## src/rtl/mem_unit_ws.sv

```systemverilog
// mem_unit_ws: EDiC memory unit with wait states.
// It holds the PC, the SP, the MAR and the instruction latch.
// It decodes the RAM, stack and I/O pages and stalls the control unit
// while a slow RAM or I/O access is in progress.
// Optional feature: define MEM_BREAKPOINT_EN to add a registered PC
// breakpoint comparator and its ports.
module mem_unit_ws #(
  parameter int         PC_WIDTH   = 16,
  parameter int         SP_WIDTH   = 8,
  parameter int         RAM_WAIT   = 2,
  parameter int         IO_WAIT    = 4,
  parameter logic [7:0] STACK_PAGE = 8'hFF,
  parameter logic [7:0] IO_PAGE    = 8'hFE
) (
  input  logic                i_clk,
  input  logic                i_reset,
  input  logic [7:0]          i_bus,
  output logic [7:0]          o_bus,
  output logic                o_busNOE,
  output logic [7:0]          o_instrCode,
  input  logic                i_ctrlPCLoadN,
  input  logic                i_ctrlPCNEn,
  input  logic                i_ctrlPCFromImm,
  input  logic                i_ctrlMemPCToRamN,
  input  logic                i_ctrlSpUp,
  input  logic                i_ctrlSpNEn,
  input  logic                i_ctrlInstrNWE,
  input  logic                i_ctrlInstrNOE,
  input  logic                i_ctrlRamNOE,
  input  logic                i_ctrlRamNWE,
  input  logic                i_ctrlMemMar0NWE,
  input  logic                i_ctrlMemMar1NWE,
  input  logic                i_ctrlMemInstrImmToRamAddr,
  input  logic                i_spFaultClr,
  output logic [PC_WIDTH-2:0] o_romAddress,
  input  logic [23:0]         i_romData,
  output logic [16:0]         o_ramAddress,
  input  logic [7:0]          i_ramData,
  output logic [7:0]          o_ramData,
  input  logic [7:0]          i_ram2Data,
  output logic [7:0]          o_ram2Data,
  output logic                o_ramWE,
  output logic                o_ramCE,
  output logic                o_ioSelect,
  output logic                o_ioNOE,
  output logic                o_ioNWE,
  output logic [7:0]          o_ioAddress,
  output logic                o_stall,
  output logic [1:0]          o_spFault
`ifdef MEM_BREAKPOINT_EN
  ,
  input  logic [15:0]         i_breakpointAddress,
  input  logic                i_breakpointEnableN,
  output logic                o_breakpointHitN
`endif
);

  typedef enum logic [1:0] {S_IDLE, S_WAIT, S_DONE} state_t;

  // Counter preloads. The preload is unused when the matching wait count is zero.
  localparam logic [7:0] RAM_WAIT_M1 = 8'(RAM_WAIT - 1);
  localparam logic [7:0] IO_WAIT_M1  = 8'(IO_WAIT - 1);
  localparam bit         RAM_ZERO    = (RAM_WAIT == 0);
  localparam bit         IO_ZERO     = (IO_WAIT == 0);

  logic [PC_WIDTH-1:0] pc_q, pc_d;
  logic [SP_WIDTH-1:0] sp_q, sp_d;
  logic [15:0]         mar_q, mar_d;
  logic [15:0]         imm_q, imm_d;
  logic [7:0]          code_q, code_d;
  logic [1:0]          fault_q, fault_d;
  state_t              state_q, state_d;
  logic [7:0]          cnt_q, cnt_d;
  logic                blocked_q, blocked_d;  // must see strobes high before the next access
  logic                rd_q, rd_d;            // the access in flight is a RAM read

  logic [15:0] sel_addr;
  logic [7:0]  page;
  logic        stack_sel, io_sel, access, wait_zero, upd_en, ram_rd_now;
  logic [15:0] pc16;

  // Address select: the immediate or the MAR supplies the page and the low byte.
  assign sel_addr  = i_ctrlMemInstrImmToRamAddr ? imm_q : mar_q;
  assign page      = sel_addr[15:8];
  assign stack_sel = (page == STACK_PAGE);
  assign io_sel    = (page == IO_PAGE);
  assign access    = ~i_ctrlRamNOE | ~i_ctrlRamNWE;
  assign wait_zero = io_sel ? IO_ZERO : RAM_ZERO;
  assign pc16      = 16'(pc_q);

  assign o_ramAddress = stack_sel ? {1'b1, 8'(sp_q), sel_addr[7:0]}
                                  : {1'b0, sel_addr};
  assign o_ioSelect   = io_sel;
  assign o_ioAddress  = sel_addr[7:0];
  assign o_ramCE      = access & ~io_sel;
  assign o_ramWE      = ~i_ctrlRamNWE & ~io_sel;
  assign o_ioNOE      = i_ctrlRamNOE | ~io_sel;
  assign o_ioNWE      = i_ctrlRamNWE | ~io_sel;
  assign o_ramData    = i_ctrlMemPCToRamN ? i_bus : pc16[7:0];
  assign o_ram2Data   = i_ctrlMemPCToRamN ? 8'h00 : pc16[15:8];
  assign o_romAddress = pc_q[PC_WIDTH-2:0];
  assign o_instrCode  = code_q;
  assign o_spFault    = fault_q;

  // A stall is the WAIT state only, so o_stall drops as soon as reset forces IDLE.
  assign o_stall = (state_q == S_WAIT);
  assign upd_en  = ~o_stall;

  // RAM read data is presented in DONE, or in the IDLE cycle of a zero-wait read.
  assign ram_rd_now = ((state_q == S_DONE) && rd_q) ||
                      ((state_q == S_IDLE) && !blocked_q && wait_zero &&
                       !i_ctrlRamNOE && !io_sel);
  assign o_bus    = ram_rd_now ? i_ramData : imm_q[7:0];
  assign o_busNOE = ~(ram_rd_now | ~i_ctrlInstrNOE);

  // Wait-state FSM next state: IDLE -> WAIT (N cycles) -> DONE -> IDLE.
  always_comb begin
    state_d   = state_q;
    cnt_d     = cnt_q;
    blocked_d = blocked_q;
    rd_d      = rd_q;
    unique case (state_q)
      S_IDLE: begin
        if (!access) begin
          blocked_d = 1'b0;
        end else if (!blocked_q && !wait_zero) begin
          state_d = S_WAIT;
          cnt_d   = io_sel ? IO_WAIT_M1 : RAM_WAIT_M1;
          rd_d    = ~i_ctrlRamNOE & ~io_sel;
        end
      end
      S_WAIT: begin
        if (cnt_q == 8'd0) state_d = S_DONE;
        else               cnt_d   = cnt_q - 8'd1;
      end
      S_DONE: begin
        state_d   = S_IDLE;
        blocked_d = 1'b1;
        rd_d      = 1'b0;
      end
      default: state_d = S_IDLE;
    endcase
  end

  // FSM state register.
  always_ff @(posedge i_clk or posedge i_reset) begin
    if (i_reset) begin
      state_q   <= S_IDLE;
      cnt_q     <= 8'd0;
      blocked_q <= 1'b0;
      rd_q      <= 1'b0;
    end else begin
      state_q   <= state_d;
      cnt_q     <= cnt_d;
      blocked_q <= blocked_d;
      rd_q      <= rd_d;
    end
  end

  // Datapath next state. Everything except the fault clear freezes while stalled.
  always_comb begin
    pc_d    = pc_q;
    sp_d    = sp_q;
    mar_d   = mar_q;
    imm_d   = imm_q;
    code_d  = code_q;
    fault_d = fault_q;
    if (i_spFaultClr) fault_d = 2'b00;
    if (upd_en) begin
      if (!i_ctrlPCNEn) begin
        if (i_ctrlPCLoadN)        pc_d = pc_q + PC_WIDTH'(1);
        else if (i_ctrlPCFromImm) pc_d = PC_WIDTH'(imm_q);
        else                      pc_d = PC_WIDTH'({i_ram2Data, i_bus});
      end
      if (!i_ctrlSpNEn) begin
        if (i_ctrlSpUp) begin
          sp_d = sp_q + SP_WIDTH'(1);
          if (&sp_q) fault_d[0] = 1'b1;   // underflow: pop past the stack top
        end else begin
          sp_d = sp_q - SP_WIDTH'(1);
          if (sp_q == '0) fault_d[1] = 1'b1;  // overflow: push past the bottom
        end
      end
      if (!i_ctrlMemMar0NWE) mar_d[7:0]  = i_bus;
      if (!i_ctrlMemMar1NWE) mar_d[15:8] = i_bus;
      if (!i_ctrlInstrNWE) begin
        code_d = i_romData[23:16];
        imm_d  = i_romData[15:0];
      end
    end
  end

  // Datapath registers.
  always_ff @(posedge i_clk or posedge i_reset) begin
    if (i_reset) begin
      pc_q    <= '0;
      sp_q    <= '0;
      mar_q   <= 16'h0000;
      imm_q   <= 16'h0000;
      code_q  <= 8'h00;
      fault_q <= 2'b00;
    end else begin
      pc_q    <= pc_d;
      sp_q    <= sp_d;
      mar_q   <= mar_d;
      imm_q   <= imm_d;
      code_q  <= code_d;
      fault_q <= fault_d;
    end
  end

`ifdef MEM_BREAKPOINT_EN
  logic bp_hit_n_q;

  // Breakpoint latch: it falls the cycle after a PC match and holds until disabled.
  always_ff @(posedge i_clk or posedge i_reset) begin
    if (i_reset)                             bp_hit_n_q <= 1'b1;
    else if (i_breakpointEnableN)            bp_hit_n_q <= 1'b1;
    else if (pc16 == i_breakpointAddress)    bp_hit_n_q <= 1'b0;
  end

  assign o_breakpointHitN = bp_hit_n_q;
`endif

endmodule

```

## config.mk

```make
export PLATFORM = sky130hd
export DESIGN_NAME = mem_unit_ws
export DESIGN_NICKNAME = d
export VERILOG_FILES = /design/src/rtl/mem_unit_ws.sv
export SDC_FILE = /design/constraint.sdc
export NUM_CORES = 1
export LEC_CHECK = 0
export CORE_MARGIN = 3
export CORE_UTILIZATION = 28
export DETAILED_ROUTE_END_ITERATION = 12
export PLACE_DENSITY_LB_ADDON = 0.25
export SLEW_MARGIN = 10
export SYNTH_ARGS = -nofsm -noshare
export SYNTH_HDL_FRONTEND = slang
export SYNTH_SLANG_ARGS = --single-unit
```

## constraint.sdc

```tcl
create_clock -name i_clk -period 3.2 [get_ports i_clk]
set_input_delay 0.32 -clock i_clk [delete_from_list [all_inputs] [get_ports i_clk]]
set_output_delay 0.32 -clock i_clk [all_outputs]
set_load 0.01 [all_outputs]
```

# [Yosys cells after proc, flatten, opt, wreduce, memory -nomap -nowiden]
# Index checks and enable logic that the tools add are counted.
[totals] ff_bits=78 in_bits=64 wordCells=87
[op_classes] n_addsub=4 n_eq_ne=9 mux=29 bitwise_logic=18 reduce_logical=16
[ops] operator="8-bit two-way mux" n=7
[ops] operator="16-bit two-way mux" n=3
[ops] operator="17-bit two-way mux" n=1
[ops] operator="16-bit by 1-bit adder with 16-bit output, second input constant" n=1
[ops] operator="8-bit == test, second input constant" n=2
[ops] operator="8-bit zero test" n=2
[ops] operator="8-bit one-hot mux with 2 select lines" n=1
[ops] operator="8-bit by 1-bit subtractor with 8-bit output, second input constant" n=2
[ops] operator="2-bit two-way mux" n=7
[ops] operator="2-bit AND reduction" n=6
[ops] operator="1-bit NOT" n=11
[ops] operator="8-bit by 1-bit adder with 8-bit output, second input constant" n=1
[ops] operator="2-bit != test, second input constant" n=4
[ops] operator="8-bit AND reduction" n=1
[ops] operator="1-bit two-way mux" n=7
[ops] operator="3-bit AND reduction" n=2
[ops] operator="1-bit OR" n=4
[ops] operator="1-bit one-hot mux with 2 select lines" n=2
[ops] operator="2-bit one-hot mux with 2 select lines" n=1
[ops] operator="4-bit AND reduction" n=1
[ops] operator="2-bit nonzero test" n=2
[ops] operator="1-bit AND" n=3
[ops] operator="2-bit by 1-bit == test with 1-bit output, second input constant" n=1
[ops] operator="2-bit == test, second input constant" n=1
[ops] operator="3 further kinds" n=3

# [Depth between registers and ports, before layout]
# Gate-level depths: netlist of run 1.
[logic_depth] word_depth=7 depth_mapped=8

# [Worst setup path before layout of run 1]
# OpenSTA, ideal clock, no wires.
[synth_timing] kind="input port to flip-flop" from="in i_ctrlSpUp" to="reg sp_q[7]" setup_time_ns=0.101 arrival_time_ns=1.962 required_ns=3.099 setup_slack_ns=1.138 path_stages=8 cell_sequence="clkbuf_1 inv_1 ha_1 o21ai_0 nor2_1 a221oi_1 xnor2_1 o32ai_1"
[synth_via] elab_chain_cells=1
[synth_rtl] item="from (decl)" line="25" source="input logic i_ctrlSpUp,"
[synth_rtl] item="8-bit two-way mux" line="176" source="if (i_ctrlSpUp) begin"
[synth_rtl] item="to (signal assigned)" line="204" source="sp_q <= sp_d;"
[synth_rtl] item="to (decl)" line="67" source="logic [SP_WIDTH-1:0] sp_q, sp_d;"
# Every way passes these cells.
# A chain may end at the register's enable or synchronous reset.

# [Final worst setup path of run 1]
[layout_timing] from="in i_ctrlMemInstrImmToRamAddr" to="out o_ramAddress[9]"
[layout_via] elab_chain_cells=3
[layout_rtl] item="from (decl)" line="33" source="input logic i_ctrlMemInstrImmToRamAddr,"
[layout_rtl] item="16-bit two-way mux (*)" line="83" source="assign sel_addr = i_ctrlMemInstrImmToRamAddr ? imm_q : mar_q;"
[layout_rtl] item="8-bit == test" line="85" source="assign stack_sel = (page == STACK_PAGE);"
[layout_rtl] item="17-bit two-way mux (*)" line="91" source="assign o_ramAddress = stack_sel ? {1'b1, 8'(sp_q), sel_addr[7:0]}"
[layout_rtl] item="to (decl)" line="37" source="output logic [16:0] o_ramAddress,"
# Every way passes the cells marked *; elsewhere a longest branch is shown, timed or not.

==> results of run 1 <==
final cells by class:
| type | count | share of cell area, % |
|---|---|---|
| timing repair buffer | 154 | 23.1 |
| multi-input combinational | 331 | 37.0 |
| clock inverter | 5 | 1.24 |
| clock buffer | 11 | 3.86 |
| sequential | 78 | 29.8 |
| inverter | 15 | 0.878 |
| tap | 216 | 4.12 |
path summary, 6_finish.rpt:
check	startpoint	to	slack (ns)	depth (start not counted)
max reg2reg	sp_q[1]	sp_q[7]	1.29	6
max	i_ctrlMemInstrImmToRamAddr	o_ramAddress[9]	0.44	7
min reg2reg	o_instrCode[1]	o_instrCode[1]	0.49	1
min	i_reset	imm_q[0]	0.33	2
min in group i_clk	o_instrCode[1]	o_instrCode[1]	0.49	1
max in group asynchronous	i_reset	o_spFault[1]	2.08	3
routing by layer:
layer  global-route usage (%)  part of all wire (%)
met1                     20.3                    45
met2                     26.0                    49
met3                     4.05                   4.7
met4                     4.03                   1.9
met5                        0                     0
power by group:
group	internal (mW)	total (mW)	leakage (nW)	switching, mW
clock	0.725	1.14	0.162	0.410
combinational	1.66	2.97	1.55	1.31
sequential	1.46	1.99	0.931	0.531
total	3.85	6.10	2.64	2.26
placed cells by master (no fill, tap or decap), types with 3 or more instances in the layout:
cell / netlist / final
a21oi_1: 31 / 31
a2bb2oi_1: 3 / 3
buf_4: 26 / 10
clkbuf_16: 0 / 9
clkdlybuf4s50_1: 0 / 144
dfrtp_1: 78 / 78
ha_1: 9 / 9
inv_1: 14 / 13
mux2_2: 72 / 72
mux2i_1: 13 / 13
nand2_1: 35 / 35
nand2b_1: 5 / 5
nand3_1: 13 / 13
nand4_1: 9 / 9
nor2_1: 32 / 32
nor2_2: 3 / 3
nor2b_1: 8 / 8
nor3_1: 7 / 7
o21ai_0: 23 / 23
o21bai_1: 3 / 3
o22ai_1: 10 / 10
o32ai_1: 3 / 3
or2_2: 3 / 3
or3_1: 3 / 3
xnor2_1: 6 / 6
xor2_1: 5 / 5
cell families (layout without fill, tap and decap cells):
kind of cell / count (synthesis) / count (layout) / synth area share, %
adders and majority gates: 10 / 10 / 2.82
DFF: 78 / 78 / 41.6
and+or+nand+nor: 130 / 130 / 14.0
muxes: 87 / 87 / 20.5
xor gates and xnor gates: 11 / 11 / 2.05
buffers and inverters: 58 / 185 / 6.82
AOI/OAI and AO/OA: 93 / 93 / 12.3
sequential cells by signal, indices dropped and copies added, names as in the netlist:
name         count
imm_q           16
mar_q           16
pc16            16
cnt_q            8
o_instrCode      8
sp_q             8
o_spFault        2
state_q          2
blocked_q        1
rd_q             1
worst max-delay path, delay by kind of cell:
family	cells	cell delay, ns
buf+inv	3	1.38
mux	1	0.42
compound gates	1	0.17
simple gates	2	0.14
stage by stage:
step / area, um2 / hold slack, ns / worst slack [ns]
after floorplan: 4700 / 0.423 / 0.885
after global placement: 6220 / 0.480 / 0.443
after detailed placement: 6220 / 0.484 / 0.427
after CTS: 6550 / 0.350 / 0.426
after global routing: 6550 / 0.407 / 0.324
final: 6550 / 0.333 / 0.445
==> impl_metrics.ini, run 1 <==
[synthesis]
synthesis.yosys.warnings = 0
postSynthRegisterBits = 78
synth_async_reset_ratio_pct = 100
library_cell_with_the_highest_instance_count_after_synthesis = dfrtp_1
synth_ff_type = dfrtp_1
synth_enable_flop_cells = 0
synth.net_count = 541
cell_area_after_synthesis_mm2 = 0.00470
netlist_instances = 467
synth.top_cell.area_share_pct = 41.6
synth.lib_cells_used.distinct = 56
synth_top_cells_by_area = dfrtp_1, mux2_2, buf_4
seq_area_frac_synth_pct = 41.6
average_size_of_a_mapped_cell_um2 = 10.1
netlist_top_cells_count = dfrtp_1, mux2_2, nand2_1
yosysTopAreaCell = dfrtp_1

[global_route]
antenna_found_initial = 0
grt_pass1_wl_um = 22600
first_global_vias = 4119
globalRouteOverflowTotal = 0
grt_usage_pct = 15.6
grt_max_degree = 33

[clocking]
post_cts.repair.setup_buffers = 0
cts-buffers-inserted = 9
cts_tree = built
clock_tree.root_cell = clkbuf_16
ctsHoldBuffers = 0
cts_buffer_depth = 2
htree_num_levels = 3
cts.reportedPaths.clkPinSlew_ns = 0.06
cts.sink_count = 78
cts_resized = 0
insertion_delay_ns = 0.34

[final_layout]
ant_cells = 0
layout.cells.non_filler = 810
combined_area_of_the_multi_input_logic_cells_mm2 = 0.00242
design.final.nets = 663
core_utilization_of_the_finished_layout_pct = 40.5
area_delta_synth_final_pct = 39.6
layout.filler_cells = 1547
drive_gt1_share_pct = 19.0
seqCellArea_mm2 = 0.00195

[routing]
vias = 3931
drt_iter0_markers = 216
final_antenna_net_count = 0
drt-pass1-iter-count = 4
detail_route.wirelength_um = 14000
detail_route.wl_per_cell_um = 17.3
drc_errors = 0
viasPerCell = 4.85

[sta]
rsz0062_at_grt = no
tightestPinTransition_ns = 0.695
final_max_slew_viol_count = 0
finalHoldViolations = 0
timing.setup.tns_ns = 0
maximum_clock_skew_at_final_layout_ns = 0.00575
setup_viol = 0
post-route-period-util_pct = 86.1
max_clock_freq_ghz = 0.363
period_minus_slack_ns = 2.76
worst_slew_margin_rel_pct = 53.5

[placement]
place_hpwl_um = 10700
finalWeightedCongestion = 0.865
placed_cells_incl_taps = 794
place.port_buffers = 144

[power]
cellPowerDensity_mw_per_mm2 = 931
vdd.ir_drop.worst_mv = 0.446
p_total_mw = 6.10
p_leak_nw = 2.64

[setup_path]
timing.critical_path.fanout_max = 9
critPathCaptureType = output pin
worst_ep_arrival_time_ns = 2.44
slowest_stage_cell_crit_path = clkdlybuf4s50_1
setup.worst_path.start_class = primary input
timing.critical_path.cells = clkdlybuf4s50_1, mux2_2, nand3_1, buf_4, nor2_1, a21oi_1, clkdlybuf4s50_1
critPathMaxStageDelay_ns = 0.64
crit_path_frequent_cell = clkdlybuf4s50_1
timing.setup.critical_path_class = primary input to output pin
crit_required_ns = 2.88

[floorplan]
x_dimension_of_the_die_um = 136
top_level_ports = 145
fp-row-count = 46
floorplan.initialDensity_pct = 29.0
die_y_um = 136
core_region_area_mm2 = 0.0162
design.die.area_mm2 = 0.0184

[min_path]
hold_path.class = primary input to asynchronous set/reset pin

[run]
maxCapViolCount = 0

[status]
run_status = complete, no violations
Note: power is estimated with default switching activity, not from simulation.
==> run 2, diff against run 1 <==
- CELL_PAD_IN_SITES_DETAIL_PLACEMENT: not set -> 1
- CELL_PAD_IN_SITES_GLOBAL_PLACEMENT: not set -> 1
==> run 2 against run 1 <==
Effect of this change: sequential share of layout area up 0.36 points; sequential power about the same; clock power down 18%; sequential cell count unchanged.
==> impl_metrics.ini, run 2 (synthesized netlist as in run 1, its figures left out) <==
[global_route]
antenna_found_initial = 0
grt_pass1_wl_um = 24700
grt_max_degree = 39
first_global_vias = 4555
globalRouteOverflowTotal = 0
grt_usage_pct = 17.2

[setup_path]
crit_required_ns = 2.88
timing.critical_path.fanout_max = 6
critPathCaptureType = output pin
worstSetupStartpoint = i_ctrlMemInstrImmToRamAddr
timing.setup.critical_path_class = primary input to output pin
critPathMaxStageDelay_ns = 0.62
timing.critical_path.cells = clkdlybuf4s50_1, mux2_2, nand3_1, buf_4, nor2_1, nor2_1, clkdlybuf4s50_1
slowest_stage_cell_crit_path = clkdlybuf4s50_1
r2r-start = sp_q[2]
worst_ep_arrival_time_ns = 2.48
worst_r2r_path_depth = 6
setup.worst_path.start_class = primary input

[routing]
drt-pass1-iter-count = 4
final_antenna_net_count = 0
drt_iter0_markers = 118
drc_errors = 0
viasPerCell = 4.96
detail_route.wirelength_um = 15300
vias = 4016
detail_route.wl_per_cell_um = 18.9

[final_layout]
core_utilization_of_the_finished_layout_pct = 40.0
area_delta_synth_final_pct = 37.9
layout.cells.most_common = clkdlybuf4s50_1
mostFrequentLayoutCells = clkdlybuf4s50_1, dfrtp_1, mux2_2
design.final.nets = 662
drive_gt1_share_pct = 18.0
layout.cells.non_filler = 809
stdcell_area_mm2 = 0.00647
ant_cells = 0

[clocking]
cts.sink_count = 78
cts.reportedPaths.clkPinSlew_ns = 0.06
cts_tree = built
post_cts.repair.setup_buffers = 0
insertion_delay_ns = 0.33
ctsHoldBuffers = 0
cts_resized = 0
clock_tree.root_cell = clkbuf_16
htree_num_levels = 3
cts_buffer_depth = 2
cts-buffers-inserted = 9

[placement]
place.port_buffers = 144
place_hpwl_um = 11900
finalWeightedCongestion = 0.794
dpl_cell_area_mm2 = 0.00621
placed_cells_incl_taps = 793

[sta]
setup_viol = 0
period_minus_slack_ns = 2.80
max_clock_freq_ghz = 0.357
finalHoldViolations = 0
timing.setup.tns_ns = 0
post-route-period-util_pct = 87.4
final_max_slew_viol_count = 0
tightestPinTransition_ns = 0.862
worst_slew_margin_rel_pct = 42.4
maximum_clock_skew_at_final_layout_ns = 0.00541
rsz0062_at_grt = no

[floorplan]
die_y_um = 136
design.die.area_mm2 = 0.0184
core_region_area_mm2 = 0.0162
floorplan.initialDensity_pct = 29.0
x_dimension_of_the_die_um = 136
fp-row-count = 46
top_level_ports = 145

[status]
run_status = complete, no violations

[run]
maxCapViolCount = 0

[min_path]
hold_path.class = primary input to asynchronous set/reset pin

[power]
p_leak_nw = 2.60
cellPowerDensity_mw_per_mm2 = 921
vdd.ir_drop.worst_mv = 0.429
p_total_mw = 5.96
run 2: changes by cell type in the layout (fill, tap and decap cells not counted):
cell	previous run	this run
clkbuf_1	0	5
bufinv_16	2	0
clkinv_4	1	0
clkinvlp_4	1	0
buf_4	10	9
clkbuf_8	2	1
run 2: per-layer routing:
metal / up-vias / GRT usage (%) / share of wire, %
met4: 0 / 6.83 / 2.6
met1: 1978 / 22.1 / 44
met5: - / 0 / 0
met2: 112 / 28.9 / 49
met3: 26 / 3.01 / 4.1
li1: 1900 / - / -
run 2: metrics by stage:
stage / worst slack (ns) / hold WS [ns]
after global placement: 0.447 / 0.488
after floorplan: 0.885 / 0.423
after detailed placement: 0.372 / 0.497
after global routing: 0.208 / 0.471
final: 0.402 / 0.402
after CTS: 0.371 / 0.437
run 2: cell type report:
cell class | instances | area (um2)
Clock buffer | 15 | 258
Clock inverter | 1 | 5.00
Fill cell | 1797 | 9700
Inverter | 15 | 57.6
Multi-Input combinational cell | 331 | 2420
Sequential cell | 78 | 1950
Tap cell | 216 | 270
Timing Repair Buffer | 153 | 1510
run 2: power breakdown:
group / internal [mW] / total, mW / switching [mW]
clock: 0.547 / 0.937 / 0.390
sequential: 1.46 / 2.02 / 0.556
combinational: 1.66 / 3.01 / 1.35
total: 3.67 / 5.96 / 2.30
run 2: path summary, 6_finish.rpt:
path | endpoint | slack (ns)
max in group asynchronous | sp_q[1] | 2.02
worst max register to register | sp_q[7] | 1.17
min in group i_clk | cnt_q[0] | 0.50
worst min-delay path | imm_q[0] | 0.40
worst min register to register | cnt_q[0] | 0.50
worst max-delay path | o_ramAddress[12] | 0.40
run 2: critical path, delay by kind of cell:
family / cells / cell delay, ns
and+or+nand+nor: 3 / 0.38
muxes: 1 / 0.42
buffers and inverters: 3 / 1.36
==> run 3, diff against run 2 <==
- CTS_BUF_LIST: not set -> sky130_fd_sc_hd__clkbuf_4
==> run 3 against run 2 <==
Effect of this change: first-iteration DRC count rose by 53%; combinational power barely moved; final area fell by 2.3%; sequential share of layout area rose by 0.70 points; utilization fell by 0.91 points; global-route usage fell by 0.085 points; power fell by 6.7%; highest routed layer unchanged.
==> impl_metrics.ini, run 3 (synthesized netlist as in run 1, its figures left out) <==
[clocking]
cts_resized = 0
cts.sink_count = 78
cts_buffer_depth = 2
cts_tree = built
cts.reportedPaths.clkPinSlew_ns = 0.12
cts-buffers-inserted = 9
post_cts.repair.setup_buffers = 0
htree_num_levels = 3
insertion_delay_ns = 0.43
clock_tree.root_cell = clkbuf_4
ctsHoldBuffers = 0

[setup_path]
critPathMaxStageDelay_ns = 0.62
setup.worst_path.start_class = primary input
timing.critical_path.cells = clkdlybuf4s50_1, mux2_2, nand3_1, buf_4, nor2_1, nor2_1, clkdlybuf4s50_1
timing.setup.critical_path_class = primary input to output pin
timing.critical_path.fanout_max = 6
critPathCaptureType = output pin
worst_ep_arrival_time_ns = 2.48
slowest_stage_cell_crit_path = clkdlybuf4s50_1
worst_r2r_path_depth = 6
crit_required_ns = 2.88

[sta]
max_clock_freq_ghz = 0.358
rsz0062_at_grt = no
period_minus_slack_ns = 2.80
timing.setup.tns_ns = 0
worst_slew_margin_rel_pct = 43.1
final_max_slew_viol_count = 0
post-route-period-util_pct = 87.4
tightestPinTransition_ns = 0.851
setup_viol = 0
final_hold_slack_ns = 0.300
finalHoldViolations = 0
maximum_clock_skew_at_final_layout_ns = 0.0129

[global_route]
grt_max_degree = 39
grt_pass1_wl_um = 24600
antenna_found_initial = 1
globalRouteOverflowTotal = 0
first_global_vias = 4530
grt_usage_pct = 17.1

[routing]
final_antenna_net_count = 0
vias = 4030
drt_iter0_markers = 180
drc_errors = 0
drt-pass1-iter-count = 4
detail_route.wl_per_cell_um = 18.9
viasPerCell = 4.98
detail_route.wirelength_um = 15300

[floorplan]
floorplan.initialDensity_pct = 29.0
core_region_area_mm2 = 0.0162
die_y_um = 136
x_dimension_of_the_die_um = 136
design.die.area_mm2 = 0.0184
top_level_ports = 145
fp-row-count = 46

[power]
p_int_mw = 3.31
p_leak_nw = 2.54
vdd.ir_drop.worst_mv = 0.388
cellPowerDensity_mw_per_mm2 = 879
sw_power_mw = 2.25
switching_share_pct = 40.4
power.share.sequential_pct = 36.1
gate_power_share_pct = 54.1
clock_power_share_pct = 9.8

[placement]
place_hpwl_um = 11900
finalWeightedCongestion = 0.794
place.port_buffers = 144

[final_layout]
core_utilization_of_the_finished_layout_pct = 39.1
area_delta_synth_final_pct = 34.8
drive_gt1_share_pct = 18.7
design.final.nets = 662
mostFrequentLayoutCells = clkdlybuf4s50_1, dfrtp_1, mux2_2
layout.cells.most_common = clkdlybuf4s50_1

[min_path]
hold_path.class = primary input to asynchronous set/reset pin

[status]
run_status = complete, no violations

[run]
maxCapViolCount = 0
## run 3: cell types whose count changed in the layout (fill, tap and decap cells not counted)
cell	change
clkbuf_4	+14
clkbuf_16	-9
clkbuf_1	-5
clkbuf_8	-1
clkinv_1	+1
diode_2	+1
## run 3: path summary, 6_finish.rpt
check	from	slack, ns	endpoint
worst min-delay path	i_reset	0.30	imm_q[0]
worst max register to register	sp_q[2]	1.18	sp_q[7]
worst min register to register	cnt_q[0]	0.51	cnt_q[0]
worst max-delay path	i_ctrlMemInstrImmToRamAddr	0.40	o_ramAddress[12]
min in group i_clk	i_spFaultClr	0.47	o_spFault[0]
max in group asynchronous	i_reset	2.11	imm_q[8]
## run 3: metal layers
layer	share of wire (%)	global-route usage [%]	vias to the layer above
met4	2.8	7.17	0
met5	0	0	-
li1	-	-	1899
met2	49	28.5	114
met1	45	22.0	1991
met3	3.7	3.01	26
## run 3: layout make-up
cell class,instances,area [um2]
diodes,1,2.50
clock inverters,2,8.76
fillers,1811,9840
flip-flops and latches,78,1950
repair buffers,153,1510
multi-input cells,331,2420
clock buffers,14,105
inverters,15,57.6
well taps,216,270
## run 3: power groups by stage
stage               Clock, mW  Sequential [mW]  Combinational [mW]
CTS                     0.572             2.02                3.05
detailed placement          0             2.04                3.04
global placement            0             2.01                2.96
floorplan                   0             1.84                1.92
global route            0.613             2.11                3.30
finish                  0.547             2.01                3.01
## run 3: metrics by stage
step	setup slack (ns)	total power [mW]	std cells	area, um2
2_1_floorplan	0.885	3.76	467	4700
3_3_place_gp	0.447	4.97	793	6210
5_1_grt	0.208	6.02	810	6330
6_report	0.403	5.56	810	6330
3_5_place_dp	0.372	5.07	793	6210
4_1_cts	0.355	5.64	809	6330
## run 3: worst max-delay path: cells and delay by family
kind                   cells  cell delay, ns
buffers and inverters      3            1.36
muxes                      1            0.42
and+or+nand+nor            3            0.38
